### src/rtl/ext_com_pkg.sv
// Shared types and helpers for the external FPGA-to-FPGA UART link.
package ext_com_pkg;

  // Byte returned to the peer for every good frame.
  localparam logic [7:0] UART_ACK_DEF = 8'b11001100;

  // Receiver states. BREAK holds off after a low stop bit until the line idles.
  typedef enum logic [2:0] {
    RX_IDLE,
    RX_START,
    RX_DATA,
    RX_STOP,
    RX_BREAK
  } rx_state_t;

  // Serialiser states.
  typedef enum logic [1:0] {
    TX_IDLE,
    TX_START,
    TX_DATA,
    TX_STOP
  } tx_state_t;

  // Clock cycles per bit (integer division, 217 at 50 MHz / 230400 baud).
  function automatic int baud_cnt(input int clk_freq, input int baud);
    return clk_freq / baud;
  endfunction

endpackage

### src/rtl/ext_uart_tx.sv
// Generic byte serialiser: start bit, WIDTH data bits LSB first, stop bit.
// Handshake: a byte is accepted when start is high while busy is low; busy stays
// high from the following cycle until the stop bit has been fully driven.
module ext_uart_tx
  import ext_com_pkg::*;
#(
  parameter int WIDTH    = 8,
  parameter int BAUD_CNT = 217
) (
  input  logic             clk,
  input  logic             rst,
  input  logic             start,
  input  logic [WIDTH-1:0] data,
  output logic             busy,
  output logic             tx,
  output tx_state_t        state
);

  localparam int CW = $clog2(BAUD_CNT + 1);
  localparam int IW = $clog2(WIDTH + 1);
  localparam logic [CW-1:0] BIT_LAST = CW'(BAUD_CNT - 1);
  localparam logic [IW-1:0] IDX_LAST = IW'(WIDTH - 1);

  tx_state_t        state_q;
  logic [CW-1:0]    cnt;
  logic [IW-1:0]    idx;
  logic [WIDTH-1:0] shreg;

  // Serialiser FSM; tx is registered so the line never glitches.
  always_ff @(posedge clk) begin
    if (rst) begin
      state_q <= TX_IDLE;
      cnt     <= '0;
      idx     <= '0;
      shreg   <= '0;
      tx      <= 1'b1;
    end else begin
      case (state_q)
        TX_IDLE: begin
          tx  <= 1'b1;
          cnt <= '0;
          if (start) begin
            state_q <= TX_START;
            tx      <= 1'b0;
            shreg   <= data;
          end
        end
        TX_START: begin
          if (cnt == BIT_LAST) begin
            state_q <= TX_DATA;
            cnt     <= '0;
            idx     <= '0;
            tx      <= shreg[0];
            shreg   <= shreg >> 1;
          end else begin
            cnt <= cnt + CW'(1);
          end
        end
        TX_DATA: begin
          if (cnt == BIT_LAST) begin
            cnt <= '0;
            if (idx == IDX_LAST) begin
              state_q <= TX_STOP;
              tx      <= 1'b1;
            end else begin
              idx   <= idx + IW'(1);
              tx    <= shreg[0];
              shreg <= shreg >> 1;
            end
          end else begin
            cnt <= cnt + CW'(1);
          end
        end
        TX_STOP: begin
          if (cnt == BIT_LAST) begin
            state_q <= TX_IDLE;
            cnt     <= '0;
          end else begin
            cnt <= cnt + CW'(1);
          end
        end
        default: begin
          state_q <= TX_IDLE;
          tx      <= 1'b1;
        end
      endcase
    end
  end

  assign busy  = (state_q != TX_IDLE);
  assign state = state_q;

endmodule

### src/rtl/ext_data_receiver.sv
// Receiving end of the external UART link: deserialises frames from the peer,
// presents each good byte and answers it with the ACK byte on a separate tx wire.
// RX and TX run independently (full duplex); a single pending flag bridges them,
// so a good frame arriving while an ACK is still pending is covered by that ACK.
module ext_data_receiver
  import ext_com_pkg::*;
#(
  parameter int                    UART_WIDTH     = 8,
  parameter int                    CLK_FREQ       = 50_000_000,
  parameter int                    UART_BAUD_RATE = 230_400,
  parameter logic [UART_WIDTH-1:0] UART_ACK       = UART_ACK_DEF
) (
  input  logic                  clk,
  input  logic                  rst,
  input  logic                  rx,
  output logic                  tx,
  output logic [UART_WIDTH-1:0] data_out,
  output logic                  data_valid,
  output logic                  frame_err,
  output logic                  ack_busy
);

  localparam int BAUD = baud_cnt(CLK_FREQ, UART_BAUD_RATE);
  localparam int HALF = BAUD / 2;
  localparam int CW   = $clog2(BAUD + 1);
  localparam int IW   = $clog2(UART_WIDTH + 1);
  localparam logic [CW-1:0] BIT_LAST  = CW'(BAUD - 1);
  localparam logic [CW-1:0] HALF_LAST = CW'(HALF - 1);
  localparam logic [IW-1:0] IDX_LAST  = IW'(UART_WIDTH - 1);

  logic                  rx_meta;
  logic                  rx_sync;
  rx_state_t             rx_state;
  logic [CW-1:0]         cnt;
  logic [IW-1:0]         idx;
  logic [UART_WIDTH-1:0] shreg;
  logic                  stop_good;
  logic                  ack_pending;
  logic                  ack_start;
  logic                  tx_busy;
  tx_state_t             tx_state;

  // Two-flop synchroniser for the asynchronous line; resets to the idle level.
  always_ff @(posedge clk) begin
    if (rst) begin
      rx_meta <= 1'b1;
      rx_sync <= 1'b1;
    end else begin
      rx_meta <= rx;
      rx_sync <= rx_meta;
    end
  end

  // Stop bit sampled high: the frame is good.
  assign stop_good = (rx_state == RX_STOP) && (cnt == BIT_LAST) && rx_sync;

  // Receive FSM: mid-bit sampling, LSB first, registered pulse outputs.
  always_ff @(posedge clk) begin
    if (rst) begin
      rx_state   <= RX_IDLE;
      cnt        <= '0;
      idx        <= '0;
      shreg      <= '0;
      data_out   <= '0;
      data_valid <= 1'b0;
      frame_err  <= 1'b0;
    end else begin
      data_valid <= 1'b0;
      frame_err  <= 1'b0;
      case (rx_state)
        RX_IDLE: begin
          cnt <= '0;
          if (!rx_sync) rx_state <= RX_START;
        end
        RX_START: begin
          if (cnt == HALF_LAST) begin
            cnt      <= '0;
            idx      <= '0;
            // A start bit that is gone by mid-bit was a glitch.
            rx_state <= rx_sync ? RX_IDLE : RX_DATA;
          end else begin
            cnt <= cnt + CW'(1);
          end
        end
        RX_DATA: begin
          if (cnt == BIT_LAST) begin
            cnt   <= '0;
            shreg <= {rx_sync, shreg[UART_WIDTH-1:1]};
            if (idx == IDX_LAST) rx_state <= RX_STOP;
            else idx <= idx + IW'(1);
          end else begin
            cnt <= cnt + CW'(1);
          end
        end
        RX_STOP: begin
          if (cnt == BIT_LAST) begin
            cnt <= '0;
            if (rx_sync) begin
              data_out   <= shreg;
              data_valid <= 1'b1;
              rx_state   <= RX_IDLE;
            end else begin
              frame_err <= 1'b1;
              rx_state  <= RX_BREAK;
            end
          end else begin
            cnt <= cnt + CW'(1);
          end
        end
        RX_BREAK: begin
          cnt <= '0;
          if (rx_sync) rx_state <= RX_IDLE;
        end
        default: rx_state <= RX_IDLE;
      endcase
    end
  end

  // A pending ACK is launched as soon as the serialiser is free.
  assign ack_start = ack_pending && !tx_busy;

  // One-deep ACK request; a new good frame wins over a same-cycle launch.
  always_ff @(posedge clk) begin
    if (rst) ack_pending <= 1'b0;
    else     ack_pending <= (ack_pending && !ack_start) || stop_good;
  end

  ext_uart_tx #(
    .WIDTH    (UART_WIDTH),
    .BAUD_CNT (BAUD)
  ) u_ack_tx (
    .clk   (clk),
    .rst   (rst),
    .start (ack_start),
    .data  (UART_ACK),
    .busy  (tx_busy),
    .tx    (tx),
    .state (tx_state)
  );

  assign ack_busy = ack_pending || tx_busy;

endmodule

### config.mk
export PLATFORM = sky130hd
export DESIGN_NAME = ext_data_receiver
export DESIGN_NICKNAME = d
export VERILOG_FILES = /design/src/rtl/ext_com_pkg.sv /design/src/rtl/ext_uart_tx.sv /design/src/rtl/ext_data_receiver.sv
export SDC_FILE = /design/constraint.sdc
export NUM_CORES = 1
export LEC_CHECK = 0
export CAP_MARGIN = 20
export CORE_MARGIN = 3
export CORE_UTILIZATION = 60
export CTS_CLUSTER_DIAMETER = 60
export DETAILED_ROUTE_END_ITERATION = 10
export PLACE_DENSITY_LB_ADDON = 0.25
export SLEW_MARGIN = 40
export SYNTH_ARGS = -nofsm -noshare
export SYNTH_HDL_FRONTEND = slang
export SYNTH_HIERARCHICAL = 1
export SYNTH_SLANG_ARGS = --single-unit
### constraint.sdc
create_clock -name clk -period 2.4 [get_ports clk]
set_input_delay 0.72 -clock clk [delete_from_list [all_inputs] [get_ports clk]]
set_output_delay 0.72 -clock clk [all_outputs]
set_load 0.01 [all_outputs]
==> results of run 1 <==
[per-stage QoR]
step	total power, W	area (um2)
floorplan	0.00140	3020
global placement	0.00148	3190
detailed placement	0.00149	3190
CTS	0.00252	3410
global route	0.00262	3410
finish	0.00250	3410
[Yosys cell counts (2+ instances only)]
cell and count:
nand2_1 12, xnor2_1 4, or2_2 4, inv_1 12, o211ai_1 2, nand3b_1 3, nor2_2 8, nor3b_1 2
o31ai_1 2, nand2b_1 6, nand3_1 14, o2111ai_1 2, nor2b_1 4, ha_1 12, mux2i_1 18, a21oi_1 10
nor4_1 9, a31oi_1 8, and2_1 4, buf_2 5, conb_1 2, nor2_1 33, nand4_1 7, dfxtp_1 59
o21a_1 3, nor3_1 8, clkbuf_1 7, mux2_2 7, xor2_1 8, buf_6 5, nand3_2 2, nand4b_1 5
o21ai_0 6
[repair_timing]
item,CTS,global route
gates resized for setup,1,4
buffers inserted,0,0
endpoints found under the setup margin,1,1
pin swaps,0,0
[worst max-delay path by stage]
stage | slack (ns) | from | end
after floorplan | 0.64 | u_ack_tx/state[0] | u_ack_tx/shreg[2]
after detailed placement | 0.15 | rst | idx[3]
after global placement | 0.18 | rst | u_ack_tx/cnt[7]
final | 0.11 | u_ack_tx/state[0] | ack_busy
after global routing | 0.01 | u_ack_tx/state[1] | ack_busy
after CTS | 0.03 | u_ack_tx/state[0] | ack_busy
[per-layer routing]
layer	up-vias	part of all wire [%]
met3	9	4.0
met5	-	0
met4	0	1.4
met2	48	46
met1	1087	49
li1	1201	-
[cell type report]
type / count / area, um2 / area share [%]
Timing Repair Buffer: 19 / 189 / 5.53
Inverter: 13 / 48.8 / 1.43
Clock buffer: 12 / 155 / 4.54
Tap cell: 67 / 83.8 / 2.46
Sequential cell: 59 / 1180 / 34.7
Multi-Input combinational cell: 241 / 1680 / 49.2
Clock inverter: 4 / 72.6 / 2.13
[layout by cell type, fill, tap and decap left out, types with 2 or more instances in the layout]
master	Yosys	layout
clkdlybuf4s50_1	0	13
nand4b_1	5	5
xnor2_1	4	4
conb_1	2	8
o211ai_1	2	2
xor2_1	8	8
inv_2	0	2
dfxtp_1	59	57
inv_1	12	10
o21ai_1	1	2
buf_4	0	4
o21ai_0	6	5
nor2b_1	4	4
mux2_2	7	7
nand2b_1	6	6
bufinv_16	0	2
nand3_1	14	14
nor4_1	9	9
nand2_1	12	12
o2111ai_1	2	2
nor2_2	8	8
a21oi_1	10	10
a31oi_1	8	8
ha_1	12	12
o31ai_1	2	2
or2_2	4	4
and2_1	4	4
nor2_1	33	33
dfxtp_2	0	2
nand3_2	2	2
nand3b_1	3	3
mux2i_1	18	18
nand4_1	7	7
o21a_1	3	3
clkbuf_8	0	11
nor3_1	8	8
nor3b_1	2	2
[power breakdown]
group / internal, W / leakage, nW / switching [W]
registers: 0.00104 / 0.477 / 0.0000392
clock network: 0.000640 / 0.113 / 0.000386
logic: 0.000173 / 0.714 / 0.000225
[cells by family after synthesis]
group | after synthesis | synth area share, %
AO/OA/AOI/OAI | 48 | 11.1
XOR/XNOR | 12 | 3.50
adder cells (fa/ha/maj) | 12 | 5.00
buffers and inverters | 31 | 5.34
flip-flops | 59 | 39.4
multiplexers | 25 | 8.63
other | 2 | 0.250
AND/OR/NAND/NOR | 136 | 26.8
[flip-flops by register name (all words and copies together), names as in the netlist]
signal and flops:
idx 4, u_ack_tx/cnt 8, u_ack_tx/state 2, shreg 8, data_out 8, cnt 8
rx_sync 1, ack_pending 1, rx_state 3, u_ack_tx/shreg 8, u_ack_tx/tx 1, frame_err 1
u_ack_tx/idx 4, data_valid 1, rx_meta 1
[critical path, delay by kind of cell, from the launching register on]
family,cells,cell delay (ns)
flops,1,0.35
fa+ha+maj,1,0.16
buf+inv,3,0.42
simple gates,1,0.29
==> metrics.csv, run 1 <==
metric,value,unit
met2 Track Usage GR,34.1,%
Synth cell types,65,
met3 Resource Use GR,7.51,%
"Setup violations, final",0,
Num CTS Buffers,9,
Mapped Area,0.00300,mm2
DR pass1 iterations,4,
area of the die,0.00589,mm2
Root Driver,clkbuf_8,
nature of the critical path endpoint,output pin,
Fin Hold WS,0.409,ns
first-pass GRT wire length,10.1,mm
total gr overflow,0,
"FF+latch count, synth",59,
HP Start,rx_meta,
Setup Crit Path Kind,register to output pin,
reg2reg path depth,6,
dpl cells,399,
largest net degree at the start of global routing,47,
# fillers,379,
CP cell instances,inv_2 -> ha_1 -> inv_1 -> or2_2 -> dlygate4sd2_1,
DRT iter0 DRCs,113,
Max Freq,0.437,GHz
DP HPWL,3.80,mm
Port Buf Inserts,14,
Final #Nets,358,
Die Span X,76.7,um
critical path's slowest cell,dfxtp_2,
Crit path largest cell delay,0.35,ns
Startpoint Class,register,
"Cell Count, Final, Fillers Out",415,
Post-synth EDFFs,0,
Antenna Violating Nets Remaining,0,
CTS tree,done,
"top cells by area, synth","dfxtp_1 39%, mux2i_1 6.0%, ha_1 5.0%",
clk sink count,59,
Area growth syn-to-layout,13.8,%
Clock transition at path regs,0.07,ns
RSZ-0062 raised after global routing,no,
Synth async-reset ratio,0,%
pre-CTS setup slack,0.148,ns
die height,76.7,um
count of max-cap constraint violations,0,
Final WS setup,0.110,ns
CORE AREA,0.00479,mm2
Antenna Cells,0,
Worst Tran Pin Value,0.729,ns
top-area cell type share of the netlist area,39.4,%
clock skew,0.00846,ns
synthesized area per cell,9.23,um2
Final Max Tran Viols,0,
Skew-Pair Late Insertion Delay,0.34,ns
Overall Global Routing Usage,21.1,%
"area leader, netlist",dfxtp_1,
Critical Path RT,1.68,ns
top_reg_cell synth,dfxtp_1,
Hold Fails Final Rpt,0,
final core occ,71.3,%
global placement routability congestion,0.810,
initial antenna violation count,0,
hold depth,1,
RR Endpoint,data_out[2],
vias in the first global route,2284,
cells after synthesis,325,
initial core utilization,62.7,%
htree depth,3,
Hold Crit Endpoint,rx_sync,
share of layout cells above drive strength 1,16.4,%
Power Dens Cells,733,mW/mm2
synth warn,6,
vias post-DR,2345,
Hold Buf Count CTS,0,
leakage,1.30,nW
final clock period utilization by the worst path,95.4,%
worst hold path class,register to register,
row cnt,25,
I/O pin total,15,
Slew HR,51.1,%
via density per instance,5.65,
WL per Instance,13.7,um
DRC,0,
met1 GRT Util,25.8,%
RR Startpoint,cnt[0],
Critical Path AT,1.57,ns
register area share after synthesis,39.4,%
maximum vdd ir drop,0.615,mV
layer with the highest usage,met2,
clk buf depth,2,
FF-to-FF setup slack,0.38,ns
Setup TNS Final,0,ns
Tmin final,2.29,ns
status,finished clean,
Total Wirelength,5.67,mm
CP Max Fanout,5,
Power figures use the tool's default switching activity.
==> inputs of run 2 (changes only) <==
- RECOVER_POWER: not set -> 25
==> run 2 against run 1 <==
Worst hold slack barely moved. Die area stayed put. Worst setup slack got worse by 0.0013 ns. Combinational power is essentially flat. Wire length fell by 0.21%. Non-clock buffer count unchanged. Via count is essentially flat. Power about the same. First-iteration DRC count rose by 6.2%. Global-route usage unchanged. Sequential share of layout area up 0.20 points. Critical path type unchanged. Largest cell class unchanged.
==> metrics.csv, run 2 (synthesis gave the netlist of run 1 again) <==
metric,value,unit
Skew-Pair Late Insertion Delay,0.34,ns
nature of the critical path endpoint,output pin,
CP cell instances,inv_2 -> ha_1 -> inv_1 -> or2_2 -> dlygate4sd2_1,
leakage,1.30,nW
most frequent cells in the layout,"57 x dfxtp_1, 33 x nor2_1, 18 x mux2i_1",
Port Buf Inserts,14,
Hold Buf Count CTS,0,
Final Max Tran Viols,0,
DP HPWL,3.80,mm
CP Max Fanout,5,
Setup Crit Path Kind,register to output pin,
Max Freq,0.436,GHz
Root Driver,clkbuf_8,
Critical Path RT,1.68,ns
final core occ,70.9,%
Setup TNS Final,0,ns
via density per instance,5.66,
"commonest non-fill, non-tap cell in the layout",dfxtp_1,
worst hold path class,register to register,
vias post-DR,2347,
RSZ-0062 raised after global routing,no,
Worst Tran Pin Value,0.713,ns
initial core utilization,62.7,%
Critical Path AT,1.57,ns
Num CTS Buffers,9,
CTS tree,done,
vias in the first global route,2284,
Area growth syn-to-layout,13.1,%
CORE AREA,0.00479,mm2
WL per Instance,13.6,um
Total Wirelength,5.66,mm
Antenna Violating Nets Remaining,0,
Antenna Cells,0,
DRT iter0 DRCs,120,
count of max-cap constraint violations,0,
postcts setup bufs,0,
Hold Fails Final Rpt,0,
die height,76.7,um
area of the die,0.00589,mm2
Power Dens Cells,736,mW/mm2
clk sink count,59,
I/O pin total,15,
crit-path leading delay family,buffers and inverters,
DRC,0,
clock skew,0.00853,ns
row cnt,25,
final clock period utilization by the worst path,95.5,%
Tmin final,2.29,ns
status,finished clean,
DR pass1 iterations,5,
Slew HR,52.1,%
largest net degree at the start of global routing,47,
Final #Nets,358,
global placement routability congestion,0.810,
first-pass GRT wire length,10.1,mm
Clock transition at path regs,0.07,ns
"Setup violations, final",0,
htree depth,3,
Final WS setup,0.108,ns
pre-CTS setup slack,0.148,ns
clk buf depth,2,
Die Span X,76.7,um
total gr overflow,0,
maximum vdd ir drop,0.616,mV
share of layout cells above drive strength 1,15.2,%
Startpoint Class,register,
initial antenna violation count,0,
critical path's slowest cell,dfxtp_2,
WP buf/inv,3,
Overall Global Routing Usage,21.1,%
Crit path largest cell delay,0.35,ns
==> run 2: final timing paths <==
check / end / depth (start not counted) / from / slack, ns
worst max-delay path: ack_busy / 5 / u_ack_tx/state[0] / 0.11
worst min-delay path: rx_sync / 1 / rx_meta / 0.41
worst max register to register: data_out[2] / 6 / cnt[0] / 0.42
worst min register to register: rx_sync / 1 / rx_meta / 0.41
==> run 2: layer usage <==
metal | share of wire, % | vias to the layer above | GRT usage [%]
met3 | 4.1 | 13 | 7.51
li1 | - | 1199 | -
met1 | 48 | 1087 | 25.8
met2 | 46 | 48 | 34.1
met5 | 0 | - | 0
met4 | 1.7 | 0 | 7.97
==> run 2: what timing repair did <==
action	4_1_cts	5_1_grt
setup endpoints to repair	1	1
gates cloned	0	0
gates resized for setup	1	4
endpoints found under the hold margin	0	0
==> run 2: metrics by stage <==
stage               cell area, um2  instances  hold WS, ns  power, W
CTS                           3410        415        0.410   0.00252
global route                  3390        415        0.436   0.00262
floorplan                     3020        331        0.389   0.00140
global placement              3190        399        0.392   0.00148
detailed placement            3190        399        0.394   0.00149
finish                        3390        415        0.409   0.00250
==> run 2: area by class of cell <==
cell class,instances,area [um2]
fill,383,1390
clock inverter,4,72.6
multi-input combinational,241,1670
timing repair buffer,19,185
clock buffer,12,155
inverter,13,48.8
tap,67,83.8
sequential,59,1180
==> run 2: where the power goes <==
group	leakage [nW]	internal (W)	switching (W)
clock	0.113	0.000640	0.000386
sequential	0.477	0.00104	0.0000394
combinational	0.711	0.000172	0.000224
total	1.30	0.00185	0.000649
